==> src/rtl/fft_frame_sequencer.sv <==
// Frame sequencer for a 2048-point streaming FFT core: one cfg beat, N packed sample beats, then wait for the output frame.
// Optional watchdog in FILL/DRAIN is enabled by defining FFT_FRAME_TIMEOUT_EN.
//   state | meaning
//   IDLE  | waiting for i_start
//   CFG   | one unconditional direction beat to the core
//   GAP   | CFG_GAP idle cycles before data
//   FILL  | samples pass straight through to the core, counting beats
//   DRAIN | waiting for the core's output tlast
//   DONE  | one-cycle completion pulse, then CFG (continuous) or IDLE
module fft_frame_sequencer #(
  parameter int LOGS_FFT_LEN = 11,
  parameter int INPUT_WIDTH  = 16,
  parameter int DATAIN_WIDTH = 16,
  parameter int CFG_GAP      = 2
) (
  input  logic                      i_aclk,
  input  logic                      i_aresetn,
  input  logic                      i_start,
  input  logic                      i_cont,
  input  logic                      i_fwd,
  input  logic                      i_smp_valid,
  input  logic [INPUT_WIDTH-1:0]    i_smp_data,
  output logic                      o_smp_ready,
  output logic                      o_cfg_tvalid,
  output logic                      o_cfg_tdata,
  output logic                      o_data_tvalid,
  output logic [2*DATAIN_WIDTH-1:0] o_data_tdata,
  output logic                      o_data_tlast,
  input  logic                      i_data_tready,
  input  logic                      i_out_tvalid,
  input  logic                      i_out_tlast,
  input  logic [2:0]                i_alm,
  output logic                      o_busy,
  output logic                      o_frame_done,
  output logic [15:0]               o_frame_cnt,
  output logic                      o_err,
  output logic [2:0]                o_err_code
);

  typedef enum logic [2:0] {
    S_IDLE, S_CFG, S_GAP, S_FILL, S_DRAIN, S_DONE
  } state_t;

  localparam logic [LOGS_FFT_LEN-1:0] LAST_BEAT = '1;

  state_t                  state, state_nxt;
  logic [LOGS_FFT_LEN-1:0] beat_cnt;
  logic [7:0]              gap_cnt;
  logic                    fwd;
  logic                    beat_acc;
  logic                    timeout;
  logic [2:0]              alm_hit;
  logic signed [DATAIN_WIDTH-1:0] re_lane;

  assign beat_acc = (state == S_FILL) && i_smp_valid && i_data_tready;
  assign alm_hit  = (state != S_IDLE) ? i_alm : 3'b000;
  assign re_lane  = DATAIN_WIDTH'($signed(i_smp_data));

`ifdef FFT_FRAME_TIMEOUT_EN
  logic [15:0] wd_cnt;
  logic        wd_run;
  logic        progress;

  assign wd_run   = (state == S_FILL) || (state == S_DRAIN);
  assign progress = beat_acc || ((state == S_DRAIN) && i_out_tvalid);
  // Fires on the 65535th consecutive cycle without progress.
  assign timeout  = wd_run && !progress && (wd_cnt == 16'd1);

  always_ff @(posedge i_aclk) begin
    if (!i_aresetn)              wd_cnt <= '1;
    else if (!wd_run || progress) wd_cnt <= '1;
    else if (wd_cnt != 16'd0)    wd_cnt <= wd_cnt - 16'd1;
  end
`else
  assign timeout = 1'b0;
`endif

  always_ff @(posedge i_aclk) begin
    if (!i_aresetn) state <= S_IDLE;
    else            state <= state_nxt;
  end

  always_comb begin
    state_nxt = state;
    case (state)
      S_IDLE:  if (i_start) state_nxt = S_CFG;
      S_CFG:   state_nxt = (CFG_GAP == 0) ? S_FILL : S_GAP;
      S_GAP:   if (gap_cnt == 8'd0) state_nxt = S_FILL;
      S_FILL:  if (beat_acc && (beat_cnt == LAST_BEAT)) state_nxt = S_DRAIN;
      S_DRAIN: if (i_out_tvalid && i_out_tlast) state_nxt = S_DONE;
      S_DONE:  state_nxt = i_cont ? S_CFG : S_IDLE;
      default: state_nxt = S_IDLE;
    endcase
    if (timeout) state_nxt = S_IDLE;
  end

  always_comb begin
    o_cfg_tvalid  = 1'b0;
    o_cfg_tdata   = 1'b0;
    o_smp_ready   = 1'b0;
    o_data_tvalid = 1'b0;
    o_data_tdata  = '0;
    o_data_tlast  = 1'b0;
    o_frame_done  = 1'b0;
    o_busy        = (state != S_IDLE);
    case (state)
      S_CFG: begin
        o_cfg_tvalid = 1'b1;
        o_cfg_tdata  = fwd;
      end
      S_FILL: begin
        o_smp_ready   = i_data_tready;
        o_data_tvalid = i_smp_valid;
        o_data_tdata  = {{DATAIN_WIDTH{1'b0}}, re_lane};
        o_data_tlast  = (beat_cnt == LAST_BEAT);
      end
      S_DONE:  o_frame_done = 1'b1;
      default: ;
    endcase
  end

  always_ff @(posedge i_aclk) begin
    if (!i_aresetn) begin
      fwd         <= 1'b0;
      gap_cnt     <= '0;
      beat_cnt    <= '0;
      o_frame_cnt <= '0;
      o_err       <= 1'b0;
      o_err_code  <= '0;
    end else begin
      if ((state == S_IDLE) && i_start) fwd <= i_fwd;

      if (state == S_CFG)                             gap_cnt <= 8'(CFG_GAP - 1);
      else if ((state == S_GAP) && (gap_cnt != 8'd0)) gap_cnt <= gap_cnt - 8'd1;

      // Counter wraps to 0 on the last beat, ready for the next frame.
      if (state != S_FILL) beat_cnt <= '0;
      else if (beat_acc)   beat_cnt <= beat_cnt + 1'b1;

      if (state == S_DONE) o_frame_cnt <= o_frame_cnt + 16'd1;

      if ((state == S_IDLE) && i_start) begin
        o_err      <= 1'b0;
        o_err_code <= '0;
      end else begin
        o_err      <= o_err | (|alm_hit) | timeout;
        o_err_code <= o_err_code | alm_hit | {timeout, 2'b00};
      end
    end
  end

endmodule

==> config.mk <==
export PLATFORM = sky130hd
export DESIGN_NAME = fft_frame_sequencer
export DESIGN_NICKNAME = d
export VERILOG_FILES = /design/src/rtl/fft_frame_sequencer.sv
export SDC_FILE = /design/constraint.sdc
export NUM_CORES = 1
export LEC_CHECK = 0
export ABC_CLOCK_PERIOD_IN_PS = 5300
export BUFFER_PORTS_ARGS = -buffer_cell sky130_fd_sc_hd__buf_2
export CAP_MARGIN = 20
export CORE_ASPECT_RATIO = 0.75
export CORE_MARGIN = 2
export CORE_UTILIZATION = 50
export DETAILED_ROUTE_END_ITERATION = 10
export PLACE_DENSITY = 0.81
export SLEW_MARGIN = 20
export SYNTH_ARGS = -nofsm -noshare
export SYNTH_HDL_FRONTEND = slang
export SYNTH_SLANG_ARGS = --single-unit
==> constraint.sdc <==
create_clock -name i_aclk -period 5.3 [get_ports i_aclk]
set_clock_uncertainty 0.1 [all_clocks]
set_input_delay 0.795 -clock i_aclk [delete_from_list [all_inputs] [get_ports i_aclk]]
set_output_delay 0.795 -clock i_aclk [all_outputs]
set_load 0.05 [all_outputs]
# [Word-level counts from Yosys, hierarchy flattened]
# Index checks and enable logic that the tools add are counted.
[totals] memories=0 latch_bits=0 in_bits=28 mem_bits_ro=0 ramBits=0 out_inout_bits=59 elab_cells=57 regBits=43
[op_classes] eq_ne=11 n_mux=16 div=0 n_bitwise=3 shifts=0 reduce_logical=16 mul=0 addsub=3 n_lt_le_gt_ge=0
[op_table] op="3-bit one-hot mux with 6 select lines" n=1
[op_table] op="16-bit by 1-bit adder with 16-bit output (second input constant)" n=1
[op_table] op="16-bit 2-to-1 mux" n=1
[op_table] op="3-bit 2-to-1 mux" n=5
[op_table] op="11-bit by 1-bit adder with 11-bit output (second input constant)" n=1
[op_table] op="11-bit == test (second input constant)" n=1
[op_table] op="1-bit 2-to-1 mux" n=9
[op_table] op="8-bit logical NOT" n=1
[op_table] op="8-bit nonzero test" n=1
[op_table] op="8-bit by 1-bit subtractor with 8-bit output (second input constant)" n=1
[op_table] op="3-bit by 2-bit == test with 1-bit output (second input constant)" n=2
[op_table] op="3-bit == test (second input constant)" n=2
[op_table] op="1-bit logical AND" n=6
[op_table] op="2-bit != test (second input constant)" n=3
[op_table] op="2-bit OR reduction" n=3
[op_table] op="4-bit AND reduction" n=1
[op_table] op="3-bit by 1-bit == test with 1-bit output (second input constant)" n=1
[op_table] op="3-bit logical NOT" n=1
[op_table] op="3-bit by 2-bit != test with 1-bit output (second input constant)" n=1
[op_table] op="3-bit OR" n=1
[op_table] op="3-bit nonzero test" n=1
[op_table] op="3-bit OR reduction" n=1
[op_table] op="2-bit by 1-bit != test with 1-bit output (second input constant)" n=1
[op_table] op="2-bit nonzero test" n=1
[op_table] op="other kinds (2)" n=2

# [Logic depth before layout (Yosys ltp)]
[logic_depth] ltp_word=6 ltp_mapped=6

# [Least setup slack after synthesis]
# OpenSTA, ideal clock, no wires.
[synth_path] path_kind="register to output" from="reg state[0]" to="out o_cfg_tdata" path_stages_with_launch=4 arrival_time_ps=2257 setup_slack_ps=2148 cell_sequence="dfxtp_1 buf_4 nor3b_1 and2_1"
[synth_via] elab_chain_cells=2
[synth_rtl] element="from (decl)" line_no="46" source="state_t state, state_nxt;"
[synth_rtl] element="from (signal assigned)" line_no="80" source="else state <= state_nxt;"
[synth_rtl] element="3-bit by 1-bit == test with 1-bit output" line_no="106" source="case (state)"
[synth_rtl] element="1-bit 2-to-1 mux" line_no="106"
[synth_rtl] element="to (decl)" line_no="25" source="output logic o_cfg_tdata,"
# Every way passes these cells.

# [Worst setup path after layout]
[layout_path] from="reg state[0]" to="out o_data_tvalid"
[layout_via] elab_chain_cells=2
[layout_rtl] element="3-bit by 2-bit == test with 1-bit output" line_no="106"
[layout_rtl] element="1-bit 2-to-1 mux" line_no="106"
[layout_rtl] element="to (decl)" line_no="26" source="output logic o_data_tvalid,"
# Every way passes these cells.

==> metrics.txt <==
status=completed; core area=0.004467 mm2; FMAX=344.2 MHz; Die Area=0.005195 mm2; Nets=372; via count=2055; Worst EP arrival=2.01 ns; Vias/cell=5.176; yosys warns=0; #FFs+latches synth=43; I/O pin cnt=87; dpl cell area=0.002616 mm2; fin. max-slew vios=0; mapped cell area=0.002315 mm2; Clk pin slew, worst setup/hold paths=0.07 ns; Post-CTS Setup Repair Bufs=0; TNS Setup=0 ns; Die Y=62.93 um; min-delay src=o_err; Synth Flop Type=dfxtp_1; Slew headroom=0.4976; Tmin final=2.905 ns; Max H-tree Level=2; DRT iter0 DRCs=134; number of max-cap violations=0; vias in the first global route=1791; final instance area=0.002704 mm2; CP max stage cell=and3b_1; Port Buffer Count=70; Worst EP required=4.41 ns; PD cells=258.0 mW/mm2; area delta synth->final=16.81%; # DRC=0; gr ovfl total=0; worst path bufs/invs=1; first-pass GRT wire length=8266 um; Hold Buf Count CTS=0; RD Place Congestion=0.7588; Root Buffer=clkbuf_8; wire per inst=11.85 um; antenna violations before repair=0; Hold Vio Cnt, Final=0; gr usage total=0.2011; Worst Reg-to-Reg Cells=4; fin crit share=0.5482; final setup violation count=0; Fill cells=413; post-synth top area share=0.3719; Seq/Total Area, Yosys=0.3719; Post-Synthesis Cells=276; WS Path Type=flop to primary output; PostCTS Resize Cnt=0; Max clock buf depth=2; placed insts=390; Worst Hold Depth=2; drt total wl=4703 um; Post-synth EDFFs=0; reg2reg start=state[0]; crit-path max FO=29; Final HPWL DP=3540 um; worst skew pair latency=0.29 ns; CP cell instances=and3b_1 -> and2_1 -> buf_2; Netlist cell types=43; Synth area leaders=dfxtp_1, and2_1, buf_4; CP delay by family, top=simple AND/OR/NAND/NOR gates; CTS tree=built; reg2reg end=beat_cnt[6]; largest net degree at the start of global routing=30; CTS Buf Count=5; RSZ-0062 raised after global routing=false; share of cells above drive strength 1=0.2441; R2R setup slack=2.85 ns; Synth area leader=dfxtp_1; FFs w/ async S/R, synth=0; n_diodes=0; hold crit path type=flop to flop; initial core utilization=0.5182; Mean Syn Cell Area=8.387 um2; Pleak=1.197 nW; Finished Layout Cells=397; Hold Path End=o_err; Startpoint Class=flop; Slew @ Worst Pin=0.7520 ns; ANT nets after route=0; largest vdd supply drop=0.1408 mV; clock sinks=43; width of the die=82.57 um; DRT Pass-1 Iters=4; crit path capture type=primary output; Crit path largest cell delay=0.70 ns; row cnt=21
## sequential cells by signal (all words and copies together) (netlist names)
signal and cells:
beat_cnt 11, o_err_code 3, o_frame_cnt 16, o_err 1, gap_cnt 8, fwd 1
state 3
## cells by family (layout without fill, tap and decap cells)
logic type,after synthesis,after routing,share of synthesized area
multiplexers,8,8,0.03460
AND/OR/NAND/NOR,136,136,0.3254
other,1,16,0.001620
adder cells (fa/ha/maj),4,4,0.02162
flip-flops,43,43,0.3719
AO/OA/AOI/OAI,29,29,0.08379
XOR/XNOR,19,19,0.07189
buffers and inverters,36,85,0.08919
## cells in the mapped netlist (all sizes together), types with 2 or more instances
master and instances:
clkbuf 7, xor2 8, mux2i 8, nand4 7
xnor2 11, nand4b 2, nor3 8, or3 7
nand3 13, o21ai 5, nor4 5, nor4b 2
a2111oi 2, nand2b 4, or4 3, and2 22
and4 2, and3b 2, ha 4, buf 21
a211oi 4, dfxtp 43, inv 8, nand2 19
nor3b 2, a21oi 10, nor2 33, a22oi 3
o2111ai 2
## layer usage
| metal | wire length, um | vias to the layer above | global-route usage |
|---|---|---|---|
| met4 | 41 | 0 | 0.05533 |
| li1 | - | 1058 | - |
| met3 | 213 | 4 | 0.05636 |
| met1 | 2328 | 945 | 0.2882 |
| met2 | 2120 | 48 | 0.2944 |
| met5 | 0 | - | 0 |
## through the flow
stage	power (mW)	hold slack, ns	setup slack, ns	util
2_1_floorplan	0.4771	0.3548	2.148	-
3_3_place_gp	0.4944	0.3474	2.760	0.5857
3_5_place_dp	0.4966	0.3493	2.715	0.5857
4_1_cts	0.7037	0.3622	2.395	0.6053
5_1_grt	0.7351	0.3894	2.190	0.6053
6_report	0.6977	0.3626	2.395	0.6053
## how the worst max path moves through the flow
stage                          to  slack, ns     start  cells past startpoint
detailed placement  o_data_tvalid       2.71  state[0]                      3
global route        o_data_tvalid       2.19  state[0]                      3
global placement    o_data_tvalid       2.76  state[0]                      3
CTS                 o_data_tvalid       2.39  state[0]                      3
floorplan             o_cfg_tdata       2.15  state[0]                      3
finish              o_data_tvalid       2.39  state[0]                      3
## final cells by class
cell class	instances	area (um2)	share of cell area
Clock buffer	6	82.58	0.03054
Clock inverter	1	5.005	0.001851
Inverter	8	30.03	0.01111
Multi-Input combinational cell	212	1304	0.4822
Sequential cell	43	860.8	0.3184
Tap cell	57	71.32	0.02638
Timing Repair Buffer	70	350.3	0.1296
## report_power, final
group	leakage (nW)	switching, mW	total, mW	internal [mW]
clock	0.0470	0.105	0.208	0.102
combinational	0.802	0.105	0.147	0.0421
sequential	0.348	0.0106	0.343	0.333
## tightest hold or removal path: cells and delay by family (launching register included)
kind / cells / cell delay (ns)
AOI/OAI and AO/OA: 1 / 0.05
DFF: 1 / 0.32
and+or+nand+nor: 1 / 0.05
## layout by cell type, fill, tap and decap left out, types with 2 or more instances in the layout
cell type  synthesis  routed
conb_1             1      16
nand2_1           19      19
nor4b_1            2       2
nand3_1           13      13
nor3_1             8       8
nor3b_1            2       2
nand4_1            6       6
buf_2              3      70
xor2_1             8       8
and4_1             2       2
and2_1            22      22
a22oi_1            3       3
mux2i_1            8       8
nor4_1             4       4
and3b_1            2       2
inv_1              8       8
ha_1               4       4
nor2_1            33      33
a21oi_1           10      10
clkbuf_8           0       6
nand2b_1           4       4
dfxtp_1           43      43
xnor2_1           11      11
or4_1              2       2
o21ai_0            5       5
a211oi_1           4       4
or3_1              7       7
o2111ai_1          2       2
nand4b_1           2       2
(Power assumes the default switching activity.)
